### config.mk
export PLATFORM = sky130hd
export DESIGN_NAME = grid_mem
export DESIGN_NICKNAME = d
export VERILOG_FILES = /design/src/rtl/grid_mem.sv
export SDC_FILE = /design/constraint.sdc
export NUM_CORES = 1
export LEC_CHECK = 0
export BUFFER_PORTS_ARGS = -buffer_cell sky130_fd_sc_hd__clkbuf_2
export CORE_ASPECT_RATIO = 1.1
export CORE_MARGIN = 2
export CORE_UTILIZATION = 40
export DETAILED_ROUTE_END_ITERATION = 8
export GPL_TIMING_DRIVEN = 0
export PLACE_DENSITY = 0.59
export SETUP_SLACK_MARGIN = 0.2
export SLEW_MARGIN = 40
export SYNTH_ARGS = -nofsm -noshare
export SYNTH_HDL_FRONTEND = slang
export SYNTH_SLANG_ARGS = --single-unit
### constraint.sdc
create_clock -name clk -period 10.7 [get_ports clk]
set_clock_uncertainty 0.05 [all_clocks]
set_input_delay 1.07 -clock clk [delete_from_list [all_inputs] [get_ports clk]]
set_output_delay 1.07 -clock clk [all_outputs]
set_load 0.02 [all_outputs]
### src/rtl/grid_mem.sv
// Board-state store: GRID_SIZE x GRID_SIZE 2-bit cells, registered drawer read port,
// place/shoot/clear command FSM. Define GRID_MEM_HIDE_SHIPS_EN to mask unhit ships on the read port.
module grid_mem #(
  parameter int GRID_SIZE = 10,
  parameter int MAX_SHIPS = 20,
  localparam int SL_W = $clog2(MAX_SHIPS + 1)
) (
  input  logic            clk,
  input  logic            rst,
  input  logic [7:0]      grid_addr,
  output logic [1:0]      grid_status,
  input  logic            cmd_valid,
  output logic            cmd_ready,
  input  logic [1:0]      cmd_op,
  input  logic [7:0]      cmd_addr,
  output logic            rsp_valid,
  output logic [1:0]      rsp_code,
  output logic [SL_W-1:0] ships_left,
  output logic            all_sunk
);

  localparam int NUM_CELLS = GRID_SIZE * GRID_SIZE;
  localparam int IDX_W     = $clog2(NUM_CELLS);

  localparam logic [7:0]       GS8       = 8'(GRID_SIZE);
  localparam logic [IDX_W-1:0] LAST_IDX  = IDX_W'(NUM_CELLS - 1);
  localparam logic [SL_W-1:0]  SHIPS_MAX = SL_W'(MAX_SHIPS);

  localparam logic [1:0] OP_PLACE = 2'b00;
  localparam logic [1:0] OP_SHOOT = 2'b01;
  localparam logic [1:0] OP_CLEAR = 2'b10;

  localparam logic [1:0] CELL_EMPTY = 2'b00;
  localparam logic [1:0] CELL_SHIP  = 2'b01;
  localparam logic [1:0] CELL_MISS  = 2'b10;
  localparam logic [1:0] CELL_HIT   = 2'b11;

  localparam logic [1:0] RSP_OK       = 2'b00;
  localparam logic [1:0] RSP_HIT      = 2'b01;
  localparam logic [1:0] RSP_REJECTED = 2'b10;

  typedef enum logic [1:0] {
    ST_IDLE,
    ST_EXEC,
    ST_CLEAR,
    ST_RESP
  } state_t;

  function automatic logic addr_in_range(input logic [7:0] a);
    return ({4'b0000, a[7:4]} < GS8) && ({4'b0000, a[3:0]} < GS8);
  endfunction

  function automatic logic [IDX_W-1:0] addr_to_index(input logic [7:0] a);
    logic [7:0] lin;
    lin = 8'({4'b0000, a[7:4]} * GS8) + {4'b0000, a[3:0]};
    return IDX_W'(lin);
  endfunction

  state_t           state_reg;
  logic             cmd_ready_reg;
  logic             rsp_valid_reg;
  logic [1:0]       rsp_code_reg;
  logic [1:0]       op_reg;
  logic [7:0]       addr_reg;
  logic [IDX_W-1:0] clr_idx_reg;
  logic [SL_W-1:0]  ships_left_reg;
  logic             placed_reg;
  logic             all_sunk_reg;
  logic [1:0]       grid_status_reg;

  logic [1:0]       cell_reg [NUM_CELLS];

  // Cell storage: one write port shared by EXEC and CLEAR, async reset empties the board.
  logic             wr_en;
  logic [IDX_W-1:0] wr_idx;
  logic [1:0]       wr_data;

  genvar gi;
  generate
    for (gi = 0; gi < NUM_CELLS; gi++) begin : g_cell
      always_ff @(posedge clk or posedge rst) begin
        if (rst) begin
          cell_reg[gi] <= CELL_EMPTY;
        end else if (wr_en && (wr_idx == IDX_W'(gi))) begin
          cell_reg[gi] <= wr_data;
        end
      end
    end
  endgenerate

  // Drawer read port, independent of the FSM.
  logic [IDX_W-1:0] rd_idx;
  logic [1:0]       rd_cell;
  logic [1:0]       grid_status_next;

  always_comb begin
    rd_idx  = addr_to_index(grid_addr);
    rd_cell = CELL_EMPTY;
    if (addr_in_range(grid_addr)) begin
      rd_cell = cell_reg[rd_idx];
    end
`ifdef GRID_MEM_HIDE_SHIPS_EN
    grid_status_next = (rd_cell == CELL_SHIP) ? CELL_EMPTY : rd_cell;
`else
    grid_status_next = rd_cell;
`endif
  end

  always_ff @(posedge clk or posedge rst) begin
    if (rst) begin
      grid_status_reg <= CELL_EMPTY;
    end else begin
      grid_status_reg <= grid_status_next;
    end
  end

  // Read-modify-write decision for the captured command.
  logic [IDX_W-1:0] exec_idx;
  logic [1:0]       exec_cell;
  logic             exec_write;
  logic [1:0]       exec_data;
  logic [1:0]       exec_code;
  logic [SL_W-1:0]  ships_left_next;
  logic             placed_next;
  logic             all_sunk_next;

  always_comb begin
    exec_idx        = addr_to_index(addr_reg);
    exec_cell       = CELL_EMPTY;
    exec_write      = 1'b0;
    exec_data       = CELL_EMPTY;
    exec_code       = RSP_REJECTED;
    ships_left_next = ships_left_reg;
    placed_next     = placed_reg;
    if (addr_in_range(addr_reg)) begin
      exec_cell = cell_reg[exec_idx];
      if (op_reg == OP_PLACE) begin
        if ((exec_cell == CELL_EMPTY) && (ships_left_reg != SHIPS_MAX)) begin
          exec_write      = 1'b1;
          exec_data       = CELL_SHIP;
          exec_code       = RSP_OK;
          ships_left_next = ships_left_reg + SL_W'(1);
          placed_next     = 1'b1;
        end
      end else if (op_reg == OP_SHOOT) begin
        if (exec_cell == CELL_SHIP) begin
          exec_write      = 1'b1;
          exec_data       = CELL_HIT;
          exec_code       = RSP_HIT;
          ships_left_next = ships_left_reg - SL_W'(1);
        end else if (exec_cell == CELL_EMPTY) begin
          exec_write = 1'b1;
          exec_data  = CELL_MISS;
          exec_code  = RSP_OK;
        end
      end
    end
    all_sunk_next = (ships_left_next == '0) && placed_next;
  end

  always_comb begin
    wr_en   = 1'b0;
    wr_idx  = exec_idx;
    wr_data = exec_data;
    if (state_reg == ST_EXEC) begin
      wr_en = exec_write;
    end else if (state_reg == ST_CLEAR) begin
      wr_en   = 1'b1;
      wr_idx  = clr_idx_reg;
      wr_data = CELL_EMPTY;
    end
  end

  // Command FSM with registered handshake and response outputs.
  always_ff @(posedge clk or posedge rst) begin
    if (rst) begin
      state_reg      <= ST_IDLE;
      cmd_ready_reg  <= 1'b1;
      rsp_valid_reg  <= 1'b0;
      rsp_code_reg   <= RSP_OK;
      op_reg         <= OP_PLACE;
      addr_reg       <= 8'h00;
      clr_idx_reg    <= '0;
      ships_left_reg <= '0;
      placed_reg     <= 1'b0;
      all_sunk_reg   <= 1'b0;
    end else begin
      rsp_valid_reg <= 1'b0;
      case (state_reg)
        ST_IDLE: begin
          if (cmd_valid && cmd_ready_reg) begin
            op_reg        <= cmd_op;
            addr_reg      <= cmd_addr;
            cmd_ready_reg <= 1'b0;
            if ((cmd_op == OP_PLACE) || (cmd_op == OP_SHOOT)) begin
              state_reg <= ST_EXEC;
            end else if (cmd_op == OP_CLEAR) begin
              clr_idx_reg <= '0;
              state_reg   <= ST_CLEAR;
            end else begin
              rsp_valid_reg <= 1'b1;
              rsp_code_reg  <= RSP_REJECTED;
              state_reg     <= ST_RESP;
            end
          end
        end
        ST_EXEC: begin
          rsp_valid_reg  <= 1'b1;
          rsp_code_reg   <= exec_code;
          ships_left_reg <= ships_left_next;
          placed_reg     <= placed_next;
          all_sunk_reg   <= all_sunk_next;
          state_reg      <= ST_RESP;
        end
        ST_CLEAR: begin
          clr_idx_reg <= clr_idx_reg + IDX_W'(1);
          if (clr_idx_reg == LAST_IDX) begin
            ships_left_reg <= '0;
            placed_reg     <= 1'b0;
            all_sunk_reg   <= 1'b0;
            rsp_valid_reg  <= 1'b1;
            rsp_code_reg   <= RSP_OK;
            state_reg      <= ST_RESP;
          end
        end
        ST_RESP: begin
          cmd_ready_reg <= 1'b1;
          state_reg     <= ST_IDLE;
        end
        default: begin
          cmd_ready_reg <= 1'b1;
          state_reg     <= ST_IDLE;
        end
      endcase
    end
  end

  assign grid_status = grid_status_reg;
  assign cmd_ready   = cmd_ready_reg;
  assign rsp_valid   = rsp_valid_reg;
  assign rsp_code    = rsp_code_reg;
  assign ships_left  = ships_left_reg;
  assign all_sunk    = all_sunk_reg;

endmodule
==> qor.yml <==
synth:
  synth_top_area_share_pct: 39.7
  netlist_area_um2: 14600
  async_flop_share_pct: 100
  synth_cells: 1090
  ys_warn_count: 0
  ys_types: 77
  synth-edff-count: 0
  avgSynthCellArea_um2: 13.4
  ys.flop_type: "dfrtp_1"
  syn_nets: 1136
  ys_seq_area_share_pct: 39.9
  ys_ff_latch: 232
  synth_area_leaders: "dfrtp_1, mux4_2, mux2_2, nor4_4, mux2_1"
  synth_top_area_cell: "dfrtp_1"
die:
  core_area_um2: 36000
  ioPinCount: 33
  die_area_um2: 37900
  die_x_um: 186
  die_y_um: 204
  initial_utilization_pct: 40.5
  core.rowCount: 73
clock_network:
  cts-root-buf: "clkbuf_16"
  cts_buffers: 27
  htree_levels: 1
  path_clk_slew_ns: 0.06
  cts_sinks: 232
  cts_resized: 0
  clock_latency_ns: 0.56
  cts_buffer_depth: 3
  post_cts_buffers: 0
  postCtsHoldBufs: 0
  cts_tree: "yes"
timing:
  fin_crit_ns: 5.53
  max-slew-margin-rel_pct: 39.2
  max_freq_mhz: 181
  slew_viol_final: 0
  setup_tns_ns: 0
  hold_violations: 0
  setup_viol: 0
  tightest_slew_ns: 0.912
  whs_ns: 0.448
  rsz0062_at_grt: "no"
  timing.final.crit_share_pct: 51.7
global_routing:
  track_usage_pct: 24.5
  grt_pass1_wl_mm: 68.2
  grt_max_degree: 77
  globalRouteOverflowTotal: 0
  grt_pass1_vias: 10400
  antenna_found_initial: 0
place:
  gp_congestion: 0.935
  portBuffers: 31
  dp_hpwl_mm: 33.4
  dpl.cell_count: 1611
status:
  status: "completed"
cells_and_area:
  finalNetCount: 1199
  diodes: 0
  final_cells: 1658
  area_growth_pct: 12.7
  largest_reg_flops: 200
  drive_above_1_share_pct: 38.4
run:
  cap_violations: 0
drt:
  drt_iter0_markers: 997
  drt_pass1_iterations: 5
  ant_nets: 0
  wl_per_cell_um: 27.1
  via_per_inst: 6.24
  vias: 10300
  drc_errors: 0
  wl_mm: 44.9
worst_setup_path:
  worstPathCellList: "ha_1 > fa_1 > buf_2 > buf_2 > mux4_1 > mux2i_1 > o22ai_1 > o311ai_4 > o221ai_2 > o21ai_2 > a31oi_2 > buf_6 > buf_6 > nor3_1 > mux2_2"
  max_stage_delay_ns: 0.64
  cp_num_buf_inv: 4
  arrival_ns: 5.93
  worst_ep_required_time_ns: 11.09
  cp-start-kind: "flop"
  cp_max_fo: 10
  critPathTopFamily: "compound AO/OA/AOI/OAI gates"
  end_kind: "flop"
  critPathSlowestCell: "nor3_1"
  critPathKind: "flop to flop"
worst_hold_path:
  hold_class: "flop to flop"
[worst register-to-register path, cell delays in order, from the launching register on]
cell and delay, ns:
dfrtp_1 0.41, ha_1 0.24, fa_1 0.48, buf_2 0.36, buf_2 0.43, mux4_1 0.40
mux2i_1 0.38, o22ai_1 0.21, o311ai_4 0.37, o221ai_2 0.23, o21ai_2 0.19, a31oi_2 0.24
buf_6 0.24, buf_6 0.15, nor3_1 0.64, mux2_2 0.41
[routing by layer]
metal	track usage (%)	wire length, µm	share of wire (%)
met5	0	0	0
met4	10.0	2040	4.5
met2	39.9	21600	48
met1	32.6	18400	41
met3	3.81	2920	6.5
[cell families (layout without fill, tap and decap cells)]
logic type / count (synthesis) / count (layout) / share of synthesized area [%]
buffers and inverters: 107 / 188 / 3.68
AOI/OAI and AO/OA: 102 / 102 / 5.25
muxes: 347 / 347 / 35.3
xor gates and xnor gates: 13 / 13 / 0.834
adders and majority gates: 25 / 25 / 2.35
DFF: 232 / 232 / 39.9
and+or+nand+nor: 264 / 264 / 12.7
[worst paths after layout]
kind / from / to / slack [ns] / cells past startpoint
max: addr_reg[1]$_DFFE_PP0P_ / cell_reg[165]$_DFFE_PP0P_ / 5.17 / 15
min: rsp_code[1]$_DFFE_PP0P_ / rsp_code[1]$_DFFE_PP0P_ / 0.45 / 2
max reg2reg: addr_reg[1]$_DFFE_PP0P_ / cell_reg[165]$_DFFE_PP0P_ / 5.17 / 15
min reg2reg: rsp_code[1]$_DFFE_PP0P_ / rsp_code[1]$_DFFE_PP0P_ / 0.45 / 2
max in group asynchronous: rst / cell_reg[91]$_DFFE_PP0P_ / 9.41 / 3
min in group asynchronous: rst / clr_idx_reg[4]$_DFFE_PP0P_ / 0.47 / 2
[layout make-up]
type | instances | area, µm²
Clock buffer | 37 | 763
Timing Repair Buffer | 34 | 238
Clock inverter | 10 | 164
Tap cell | 487 | 609
Inverter | 24 | 97.6
Multi-Input combinational cell | 751 | 8260
Buffer | 83 | 462
Sequential cell | 232 | 5810
Fill cell | 3280 | 19600
[Yosys cell counts, types with 7 or more instances]
master / n
dfrtp_1: 231
mux2_2: 170
mux4_2: 101
clkbuf_1: 45
mux2_1: 43
nand3_1: 39
nor2_1: 36
nand2_1: 34
a21oi_1: 27
and3_1: 26
nor4_4: 26
mux2i_1: 25
nor3_1: 25
inv_1: 24
ha_1: 21
or3_1: 18
o21ai_0: 16
buf_2: 15
nand4_1: 11
buf_1: 10
mux4_1: 8
nor4_1: 8
or4_1: 8
a21o_1: 7
buf_6: 7
xnor2_1: 7
[through the flow]
stage          area [µm²]  util, %  worst slack [ns]
6_report            16400     45.6              5.17
5_1_grt             16400     45.6              5.06
4_1_cts             16400     45.5              5.23
3_5_place_dp        15500     42.9              5.25
3_3_place_gp        15300     42.6             0.259
2_1_floorplan       14600        -              3.22
[cells in the final DEF, fill, tap and decap left out, types with 7 or more instances in the layout]
cell	instances
a21o_1	7
a21oi_1	27
and3_1	26
buf_2	25
buf_6	7
clkbuf_1	47
clkbuf_16	27
clkbuf_2	34
dfrtp_1	231
ha_1	21
inv_1	23
mux2_1	43
mux2_2	170
mux2i_1	24
mux4_1	8
mux4_2	101
nand2_1	34
nand3_1	39
nand4_1	11
nor2_1	36
nor3_1	24
nor4_1	8
nor4_4	26
o21ai_0	16
or3_1	18
or4_1	8
Power is left out: the tool's default activity adds up to more than one toggle a clock period on the data nets, which glitch-free logic cannot reach.
